$ cat config.mk
export PLATFORM = sky130hd
export DESIGN_NAME = merge_run_ctrl
export DESIGN_NICKNAME = d
export VERILOG_FILES = /design/src/rtl/merge_run_ctrl.sv
export SDC_FILE = /design/constraint.sdc
export NUM_CORES = 1
export LEC_CHECK = 0
export CORE_UTILIZATION = 49
export DETAILED_ROUTE_END_ITERATION = 12
export PLACE_DENSITY = 0.88
export SYNTH_ARGS = -nofsm -noshare
export SYNTH_HDL_FRONTEND = slang
export SYNTH_SLANG_ARGS = --single-unit
$ cat constraint.sdc
create_clock -name i_clk -period 4.3 [get_ports i_clk]
set_clock_uncertainty 0.05 [all_clocks]
set_input_delay 0.43 -clock i_clk [delete_from_list [all_inputs] [get_ports i_clk]]
set_output_delay 0.43 -clock i_clk [all_outputs]
set_load 0.01 [all_outputs]
$ cat src/rtl/merge_run_ctrl.sv
// merge_run_ctrl: sequencing controller for a 2-input streaming merger.
// Each cycle it compares the head keys of FIFOs A and B, dequeues the smaller
// (ties go to A) and tells the datapath where the captured record came from.
// An all-zero key marks the end of a run. Once one side has shown its
// sentinel, the other side drains alone. The two sentinels then leave
// together as a single merged sentinel.
//
// Ports:
//   i_clk, i_rst_n          clock, asynchronous active-low reset
//   i_a_key, i_a_empty      head key / empty flag of FIFO A
//   i_b_key, i_b_empty      head key / empty flag of FIFO B
//   i_out_ready             downstream can take a record this cycle
//   o_deq_a, o_deq_b        combinational dequeue strobes
//   o_valid, o_sel_a, o_last registered capture strobes (one cycle after dequeue)
//   o_run_len               records in current run (sentinel excluded), saturating
//   o_runs_done             completed runs since reset, wrapping
//   o_err                   sticky run-length saturation flag
module merge_run_ctrl #(
    parameter int unsigned KEY_WIDTH = 80,
    parameter int unsigned CNT_WIDTH = 32
) (
    input  logic                 i_clk,
    input  logic                 i_rst_n,
    input  logic [KEY_WIDTH-1:0] i_a_key,
    input  logic                 i_a_empty,
    input  logic [KEY_WIDTH-1:0] i_b_key,
    input  logic                 i_b_empty,
    input  logic                 i_out_ready,
    output logic                 o_deq_a,
    output logic                 o_deq_b,
    output logic                 o_valid,
    output logic                 o_sel_a,
    output logic                 o_last,
    output logic [CNT_WIDTH-1:0] o_run_len,
    output logic [CNT_WIDTH-1:0] o_runs_done,
    output logic                 o_err
);

    typedef enum logic [1:0] {
        ST_MERGE   = 2'b00,
        ST_DRAIN_A = 2'b01,
        ST_DRAIN_B = 2'b10
    } state_t;

    localparam logic [CNT_WIDTH-1:0] CNT_MAX = '1;
    localparam logic [CNT_WIDTH-1:0] CNT_ONE = CNT_WIDTH'(1);

    state_t state;
    state_t state_nxt;
    logic   za;
    logic   zb;
    logic   deq_a_raw;
    logic   deq_b_raw;
    logic   sel_a_nxt;
    logic   last_nxt;
    logic   fire;

    assign za = (i_a_key == '0);
    assign zb = (i_b_key == '0);

    // Next state and dequeue decision.
    always_comb begin
        state_nxt = state;
        deq_a_raw = 1'b0;
        deq_b_raw = 1'b0;
        sel_a_nxt = 1'b0;
        last_nxt  = 1'b0;
        case (state)
            // A's sentinel is parked at its head, so A's empty flag is ignored here.
            ST_DRAIN_B: begin
                if (!i_b_empty && i_out_ready) begin
                    if (zb) begin
                        deq_a_raw = 1'b1;
                        deq_b_raw = 1'b1;
                        sel_a_nxt = 1'b1;
                        last_nxt  = 1'b1;
                        state_nxt = ST_MERGE;
                    end else begin
                        deq_b_raw = 1'b1;
                    end
                end
            end
            ST_DRAIN_A: begin
                if (!i_a_empty && i_out_ready) begin
                    if (za) begin
                        deq_a_raw = 1'b1;
                        deq_b_raw = 1'b1;
                        sel_a_nxt = 1'b1;
                        last_nxt  = 1'b1;
                        state_nxt = ST_MERGE;
                    end else begin
                        deq_a_raw = 1'b1;
                        sel_a_nxt = 1'b1;
                    end
                end
            end
            // MERGE, and recovery from the unused encoding.
            default: begin
                state_nxt = ST_MERGE;
                if (!i_a_empty && !i_b_empty && i_out_ready) begin
                    if (za && zb) begin
                        deq_a_raw = 1'b1;
                        deq_b_raw = 1'b1;
                        sel_a_nxt = 1'b1;
                        last_nxt  = 1'b1;
                    end else if (za) begin
                        deq_b_raw = 1'b1;
                        state_nxt = ST_DRAIN_B;
                    end else if (zb) begin
                        deq_a_raw = 1'b1;
                        sel_a_nxt = 1'b1;
                        state_nxt = ST_DRAIN_A;
                    end else if (i_a_key <= i_b_key) begin
                        deq_a_raw = 1'b1;
                        sel_a_nxt = 1'b1;
                    end else begin
                        deq_b_raw = 1'b1;
                    end
                end
            end
        endcase
    end

    // Strobes are forced low while reset is held so no FIFO is popped.
    assign o_deq_a = deq_a_raw & i_rst_n;
    assign o_deq_b = deq_b_raw & i_rst_n;
    assign fire    = deq_a_raw | deq_b_raw;

    // State register.
    always_ff @(posedge i_clk or negedge i_rst_n) begin
        if (!i_rst_n) begin
            state <= ST_MERGE;
        end else begin
            state <= state_nxt;
        end
    end

    // Capture strobes and run counters, all aligned one cycle after the dequeue.
    always_ff @(posedge i_clk or negedge i_rst_n) begin
        if (!i_rst_n) begin
            o_valid     <= 1'b0;
            o_sel_a     <= 1'b0;
            o_last      <= 1'b0;
            o_run_len   <= '0;
            o_runs_done <= '0;
            o_err       <= 1'b0;
        end else begin
            o_valid <= fire;
            o_last  <= fire & last_nxt;
            if (fire) begin
                o_sel_a <= sel_a_nxt;
                if (last_nxt) begin
                    o_run_len   <= '0;
                    o_runs_done <= o_runs_done + CNT_ONE;
                end else if (o_run_len == CNT_MAX) begin
                    o_err <= 1'b1;
                end else begin
                    o_run_len <= o_run_len + CNT_ONE;
                end
            end
        end
    end

endmodule

Word level (Yosys, flattened, before mapping)
Cells that the tools add are included.
Widths: inputs -> output; s select.
{"block": "classes", "bitwise_logic": 5, "n_lt_le_gt_ge": 1, "n_eq_ne": 8, "n_addsub": 2, "mux": 32, "reduce_logical": 13}
{"operator": "$logic_not 80->1", "count": 2}
{"operator": "$le 80x80->1", "count": 1}
{"operator": "$add 32x1->32 const B", "count": 2}
{"operator": "$mux 32", "count": 2}
{"operator": "$eq 32x32->1 const B", "count": 1}
{"operator": "$mux 1", "count": 19}
{"operator": "$mux 2", "count": 7}
{"operator": "$ne 2x2->1 const B", "count": 5}
{"operator": "$pmux 1 s2", "count": 3}
{"operator": "$logic_and 1x1->1", "count": 5}
{"operator": "$pmux 2 s2", "count": 1}
{"operator": "$reduce_and 2->1", "count": 2}
{"operator": "$reduce_and 4->1", "count": 1}
{"operator": "$and 1x1->1", "count": 3}
{"operator": "$reduce_and 3->1", "count": 1}
{"operator": "$eq 2x1->1 const B", "count": 1}
{"operator": "$eq 2x2->1 const B", "count": 1}
{"operator": "$logic_not 1->1", "count": 2}
{"operator": "$not 1->1", "count": 1}
{"operator": "$or 1x1->1", "count": 1}
{"block": "totals", "inputBits": 165, "out_inout_bits": 70, "regBits": 70}

Longest topological paths before layout
Gate-level depths: netlist of the first run.
{"block": "depth", "depth_word": 9, "depth_mapped": 11, "ltp_nobuf": 10}

Worst setup path after synthesis of the first run
No wires, ideal clock.
{"block": "synth_timing", "kind": "input port to output port", "startpoint": "input i_b_key[75]", "endpoint": "output o_deq_a", "path_stages": 9, "slack_ps": 1733, "n_path_buf": 0, "required_ps": 3820, "t_arrival_ps": 2087, "cell_sequence": "inv_1 > ha_1 > nand4_1 > or4_1 > nand4b_1 > a21oi_1 > nand4b_1 > nand2_1 > and2_1"}
{"block": "synth_between", "elab_chain_cells": 8, "word_cells_on_any_way": 12, "cone_classes": "1 x order compare; 8 x mux; 1 x bitwise; 2 x reduce/logical"}
{"element": "from (decl)", "line": "26", "text": "input logic [KEY_WIDTH-1:0] i_b_key,"}
{"element": "$le 80x80->1", "line": "113", "text": "end else if (i_a_key <= i_b_key) begin"}
{"element": "$mux 1", "line": "113"}
{"element": "$mux 1", "line": "109", "text": "end else if (zb) begin"}
{"element": "$mux 1", "line": "106", "text": "end else if (za) begin"}
{"element": "$mux 1", "line": "101", "text": "if (za && zb) begin"}
{"element": "$mux 1", "line": "100", "text": "if (!i_a_empty && !i_b_empty && i_out_ready) begin"}
{"element": "$pmux 1 s2 (*)", "line": "68", "text": "case (state)"}
{"element": "$and 1x1->1 (*)", "line": "125", "text": "assign o_deq_a = deq_a_raw & i_rst_n;"}
{"element": "to (decl)", "line": "29", "text": "output logic o_deq_a,"}
Every way passes the cells marked *; elsewhere a longest branch is shown, timed or not.

Worst setup path after layout of the first run
{"block": "layout_timing", "startpoint": "input i_b_key[29]", "endpoint": "output o_deq_a"}
The elaborated chain is that of the path after synthesis.

==> results of run 1 <==
[sequential cells by signal, indices dropped and copies added, names as in the netlist]
register     count
o_run_len       32
o_valid          1
o_runs_done     32
o_last           1
o_sel_a          1
o_err            1
state            2
[worst max-delay path by stage]
stage | startpoint | end | depth (start not counted) | slack [ps]
4_1_cts | i_a_key[68] | o_deq_a | 10 | 430
6_report | i_b_key[29] | o_deq_a | 11 | 420
3_3_place_gp | i_b_key[31] | o_deq_a | 11 | 510
5_1_grt | i_b_key[29] | o_deq_a | 11 | 230
2_1_floorplan | i_b_key[75] | o_deq_a | 9 | 1730
3_5_place_dp | i_a_key[68] | o_deq_a | 10 | 460
[critical path: stages]
cell and delay (ps):
clkdlybuf4s50_1 480, inv_1 50, ha_1 300, nand4_1 150
nor4_1 450, nand2_1 190, o41ai_1 440, a21oi_1 130
nand2_1 100, and2_1 130, clkdlybuf4s50_1 560
[synth_stat cells (7+ instances only)]
cell	instances
o21ai_0	22
nand3_1	28
inv_1	88
o31ai_1	7
a21oi_1	47
nand2_1	59
or4_1	11
xor2_1	16
nor4_1	50
nand4_1	43
nor2_1	30
dfrtp_1	70
ha_1	84
nor3_1	10
and4_1	9
and2_1	8
xnor2_1	23
and3_1	14
[final cells by class]
cell class,instances,share of cell area
well taps,168,0.0237
flip-flops and latches,70,0.198
repair buffers,237,0.266
multi-input cells,543,0.439
inverters,88,0.0373
clock inverters,6,0.0106
clock buffers,10,0.0258
[power breakdown]
part / switching, W / leakage (nW) / internal, W / total (W)
logic: 0.000203 / 2.85 / 0.000258 / 0.000461
clock network: 0.000292 / 0.153 / 0.000512 / 0.000804
registers: 0.0000319 / 0.965 / 0.000677 / 0.000709
total: 0.000527 / 3.97 / 0.00145 / 0.00197
[routing by layer]
metal  GRT usage  wire length [microns]  vias up
met5           0                      0        -
li1            -                      -     3136
met3      0.0670                   1570       81
met2       0.560                   9880      342
met4       0.146                    796        0
met1       0.397                   8190     3087
[per-stage QoR]
step                      setup slack [ps]  hold WS (ps)  power, W  utilization  area (sq um)
after floorplan                       1730          84.4  0.000886            -          6070
after global placement                 508           403   0.00117        0.708          8540
after detailed placement               462           417   0.00117        0.708          8540
after CTS                              434           359   0.00197        0.735          8860
after global routing                   233           430   0.00207        0.735          8860
final                                  418           344   0.00197        0.735          8860
[cells by family after synthesis]
family,count (synthesis)
compound gates,116
xor+xnor,39
fa+ha+maj,84
buf+inv,106
flops,70
mux,3
simple gates,301
[cells in the final DEF (no fill, tap or decap), types with 4 or more instances in the layout]
cell type,n
nand3_1,28
xnor2_1,23
ha_1,84
and3_1,14
o21ai_0,22
and2_1,8
nor4_1,50
clkbuf_16,9
inv_1,88
dfrtp_1,70
nor2_1,30
o31ai_1,7
a221oi_1,4
nand2_1,59
a31oi_1,4
o211ai_1,6
a21oi_1,47
nand3b_1,5
a21o_1,5
or3_1,6
and4_1,9
nand4_1,43
or4_1,11
nor3_1,10
o41ai_1,4
clkdlybuf4s50_1,233
nand2b_1,5
xor2_1,16
==> summary.md, run 1 <==
| Metric | Value |
|---|---|
| Outcome | finished clean |
| Initial antenna violation count | 0 |
| Top post-synthesis cells by area | dfrtp_1, ha_1, inv_1 |
| Final Hold Viols | 0 |
| Share of layout cells above drive strength 1 | 0.0377 |
| CTS Hold Buffers Added | 0 |
| Post-CTS Resized | 0 |
| Post-CTS Setup Repair Bufs | 0 |
| Die W | 113 microns |
| Final Setup Violations | 0 |
| Pin count of the biggest net entering global routing | 71 |
| IO Port Bufs | 234 |
| Finished Layout Cells | 1122 |
| Drt total wl | 20400 microns |
| Worst hold path type | primary input to async pin |
| DR iter-0 viols | 682 |
| Post-Synth XOR/XNOR Area | 0.0563 |
| Setup_tns | 0 ps |
| Max Cap Violations | 0 |
| Synth Area in Compound Gates | 0.121 |
| Max-slew violations | 0 |
| Clock Path Buffers | 2 |
| Yosys reg bits | 70 |
| Tot GR Track Use | 0.327 |
| Async SR Flop Fraction | 1.00 |
| Area Overhead vs Synth | 46.1% |
| Grt total ovfl | 0 |
| ANT cells | 0 |
| Via count | 6646 |
| Inst Count DP | 1106 |
| RSZ-0062 raised after global routing | no |
| P_leak | 3.97 nW |
| Cells after Synth | 719 |
| Htree depth | 3 |
| Largest family of logic cells by synthesized area | simple AND/OR/NAND/NOR gates |
| Mux contribution to synthesized area | 0.00495 |
| Sequential Area | 0.00175 sq mm |
| Worst Path Arrival | 3400 ps |
| Kind of end point of the critical path | output pin |
| Top cell type's share of synthesized area | 0.289 |
| Maximum vdd drop | 0.291 mV |
| Final #Nets | 1198 |
| Leading area contributor after synthesis | dfrtp_1 |
| Clock root cell | clkbuf_16 |
| Post-DR vias/cell | 5.92 |
| CP required | 3820 ps |
| Area of the multi-input gates | 0.00389 sq mm |
| Critical Path Fanout Max | 3 |
| Cell Area, Synth | 0.00607 sq mm |
| Top FF cell, synth | dfrtp_1 |
| Core ar. | 0.0121 sq mm |
| Worst-Skew Late Latency | 340 ps |
| Synth Area in Adders | 0.173 |
| Max Clock Freq | 258 MHz |
| Synthesized net count | 968 |
| First-pass DRT Iterations | 5 |
| Crit path kind | primary input to output pin |
| Worst rel slew slack | 0.254 |
| Fillcell total | 866 |
| CTS tree | built |
| Startpoint types | primary input |
| Post-DP HPWL | 16600 microns |
| Total I/O pin count | 235 |
| ANT nets after route | 0 |
| Reg-to-reg slack, setup | 1050 ps |
| Worst-Margin Slew | 1120 ps |
| Clock Sink Count | 70 |
| # DRC | 0 |
| Effective utilization at floorplan | 0.503 |
| Syn_area_per_cell | 8.44 sq um |
| PwrDens | 223 mW/mm^2 |
| Fin crit period | 3880 ps |
| DIE HEIGHT | 113 microns |
| R2R depth | 9 |
| First-pass GRT wire length | 33000 microns |
| Post-synth EDFFs | 0 |
| FF-to-FF End | o_run_len[23] |
| Placer Congestion | 1.00 |
| Yosys cell types | 60 |
| Synth warn | 0 |
| Reg clk slew, reported paths | 60 ps |
| Vias in the first global route | 6686 |
| Simple-gate area share of the yosys netlist | 0.285 |
| Std cell rows | 40 |
| Die area | 0.0128 sq mm |
| Num CTS Buffers | 9 |
| Avg WL per Cell | 18.2 microns |
| Register area share after synthesis | 0.289 |
| Post-route clock period utilization | 0.903 |
| Reg-to-Reg Start | state[0] |
Note: power is estimated with default switching activity, not from simulation.
==> inputs of run 2 (changes only) <==
GPL_TIMING_DRIVEN = 0   (was unset)
==> run 2 against run 1 <==
  * Via count decreased by 0.57%
  * Clock power grew 3.5%
  * Design area rose by 0.92%
  * Non-clock buffer count increased by 15
  * Power increased by 1.5%
  * Register-to-register slack improved by 350 ps
  * Maximum frequency is 2.7% lower
  * Critical path depth is the same
  * Utilization up 0.67 points
  * Critical path type unchanged
  * Largest power group unchanged
  * Highest routed layer unchanged
==> summary.md, run 2 (synthesis results as in run 1) <==
| Metric | Value |
|---|---|
| PwrDens | 224 mW/mm^2 (was 223 mW/mm^2) |
| Max-slew violations | 0 (unchanged) |
| Tot Pwr | 0.00200 W (was 0.00197 W) |
| Max Clock Freq | 251 MHz (was 258 MHz) |
| Total I/O pin count | 235 (unchanged) |
| CTS Hold Buffers Added | 0 (unchanged) |
| Share of layout cells above drive strength 1 | 0.0454 (was 0.0377) |
| Die W | 113 microns (unchanged) |
| Seq pwr share | 0.354 (was 0.359) |
| Max Cap Violations | 0 (unchanged) |
| CP Buf/Inv Count | 3 (unchanged) |
| Vias in the first global route | 6611 (was 6686) |
| First-pass DRT Iterations | 5 (unchanged) |
| CP Cell Sequence | clkdlybuf4s50_1, inv_1, ha_1, nand4_1, nor4_1, nand2_1, o41ai_1, a21oi_1, nand2_1, and2_1, clkdlybuf4s50_1 (unchanged) |
| Clock root cell | clkbuf_16 (unchanged) |
| Worst rel slew slack | 0.418 (was 0.254) |
| Final #Nets | 1213 (was 1198) |
| Fillcell total | 888 (was 866) |
| Fin crit period | 3990 ps (was 3880 ps) |
| Num CTS Buffers | 9 (unchanged) |
| Tot GR Track Use | 0.325 (was 0.327) |
| Sw power | 0.000550 W (was 0.000527 W) |
| Kind of end point of the critical path | output pin (unchanged) |
| Effective utilization at floorplan | 0.503 (unchanged) |
| Avg WL per Cell | 17.9 microns (was 18.2 microns) |
| Post-CTS Resized | 0 (unchanged) |
| First-pass GRT wire length | 32500 microns (was 33000 microns) |
| Clock Sink Count | 70 (unchanged) |
| Pin count of the biggest net entering global routing | 73 (was 71) |
| RSZ-0062 raised after global routing | no (unchanged) |
| IO Port Bufs | 234 (unchanged) |
| Final Setup Violations | 0 (unchanged) |
| Post-CTS Setup Repair Bufs | 0 (unchanged) |
| Worst Path Arrival | 3510 ps (was 3400 ps) |
| Maximum vdd drop | 0.183 mV (was 0.291 mV) |
| ANT nets after route | 0 (unchanged) |
| Worst hold path type | primary input to async pin (unchanged) |
| R2R depth | 9 (unchanged) |
| Final Hold Viols | 0 (unchanged) |
| P_leak | 4.02 nW (was 3.97 nW) |
| Final Util | 0.742 (was 0.735) |
| Logic gate share of total power | 0.231 (was 0.233) |
| Reg-to-reg slack, setup | 1400 ps (was 1050 ps) |
| Placer Congestion | 0.980 (was 1.00) |
| Worst setup startpoint | i_b_key[29] (unchanged) |
| Drt total wl | 20300 microns (was 20400 microns) |
| Via count | 6608 (was 6646) |
| DIE HEIGHT | 113 microns (unchanged) |
| CTS tree | built (unchanged) |
| Commonest non-fill, non-tap cell in the layout | clkdlybuf4s50_1 (unchanged) |
| Worst-Skew Late Latency | 340 ps (about the same) |
| Reg clk slew, reported paths | 60 ps (about the same) |
| Critical Path Fanout Max | 3 (unchanged) |
| CP max stage delay | 560 ps (about the same) |
| Startpoint types | primary input (unchanged) |
| Crit-path leading delay family | buffers and inverters (unchanged) |
| Worst Setup EP | o_deq_a (unchanged) |
| Crit-path slowest cell | clkdlybuf4s50_1 (unchanged) |
| Htree depth | 3 (unchanged) |
| Switching part of the total | 0.274 (was 0.267) |
| # DRC | 0 (unchanged) |
| Clock power frac | 0.415 (was 0.407) |
| Worst-Margin Slew | 874 ps (was 1120 ps) |
| Reg-to-Reg Start | state[0] (unchanged) |
| Grt total ovfl | 0 (unchanged) |
| Initial antenna violation count | 0 (unchanged) |
| Outcome | finished clean (unchanged) |
| Most frequent cells in the layout | clkdlybuf4s50_1, inv_1, ha_1, dfrtp_1, nand2_1 (unchanged) |
| Post-DR vias/cell | 5.81 (was 5.92) |
| Core ar. | 0.0121 sq mm (unchanged) |
| Clock Path Buffers | 2 (unchanged) |
| Biggest regs | o_run_len (32), o_runs_done (32), state (2) (unchanged) |
| FF-to-FF End | o_run_len[16] (was o_run_len[23]) |
| Critical path depth | 11 (unchanged) |
| CP required | 3820 ps (about the same) |
| Post-route clock period utilization | 0.928 (was 0.903) |
| DR iter-0 viols | 565 (was 682) |
| Post-DP HPWL | 16500 microns (was 16600 microns) |
| Std cell rows | 40 (unchanged) |
| Crit path kind | primary input to output pin (unchanged) |
| Area Overhead vs Synth | 47.5% (was 46.1%) |
| Die area | 0.0128 sq mm (unchanged) |
| P_int | 0.00145 W (about the same) |
| Setup_tns | 0 ps (unchanged) |
| ANT cells | 0 (unchanged) |
[run 2: worst min-delay path by stage]
stage                     from               to  slack (ps)
3_5_place_dp   o_runs_done[31]  o_runs_done[31]         410
5_1_grt                i_rst_n    o_run_len[19]         250
3_3_place_gp   o_runs_done[31]  o_runs_done[31]         400
2_1_floorplan          i_rst_n            o_err          80
4_1_cts                i_rst_n    o_run_len[22]         200
6_report               i_rst_n    o_run_len[22]         170
[run 2: layer usage]
metal,part of all wire,GRT usage
met3,0.074,0.0734
met2,0.49,0.573
met4,0.036,0.128
met1,0.40,0.383
met5,0,0
[run 2: final cells by class]
cell class              count  area (sq um)  share of cell area
plain buffers              18           100              0.0112
clock buffers               9           225              0.0252
multi-input cells         543          3880               0.434
flip-flops and latches     70          1750               0.196
clock inverters             7           105              0.0117
well taps                 168           210              0.0235
repair buffers            234          2340               0.262
inverters                  88           330              0.0369
[run 2: metrics by stage]
step | hold WS (ps) | instances | cell area (sq um) | setup slack (ps)
floorplan | 84.4 | 719 | 6070 | 1730
global placement | 403 | 1121 | 8620 | -381
detailed placement | 409 | 1121 | 8620 | 368
CTS | 198 | 1137 | 8950 | 348
global route | 247 | 1137 | 8950 | 158
finish | 169 | 1137 | 8950 | 308
[run 2: power groups by stage]
stage               sequential (W)  combinational (W)  clock, W
CTS                       0.000707           0.000461  0.000830
global placement          0.000719           0.000442         0
detailed placement        0.000719           0.000453         0
finish                    0.000709           0.000463  0.000832
global route              0.000711           0.000512  0.000862
floorplan                 0.000719           0.000167         0
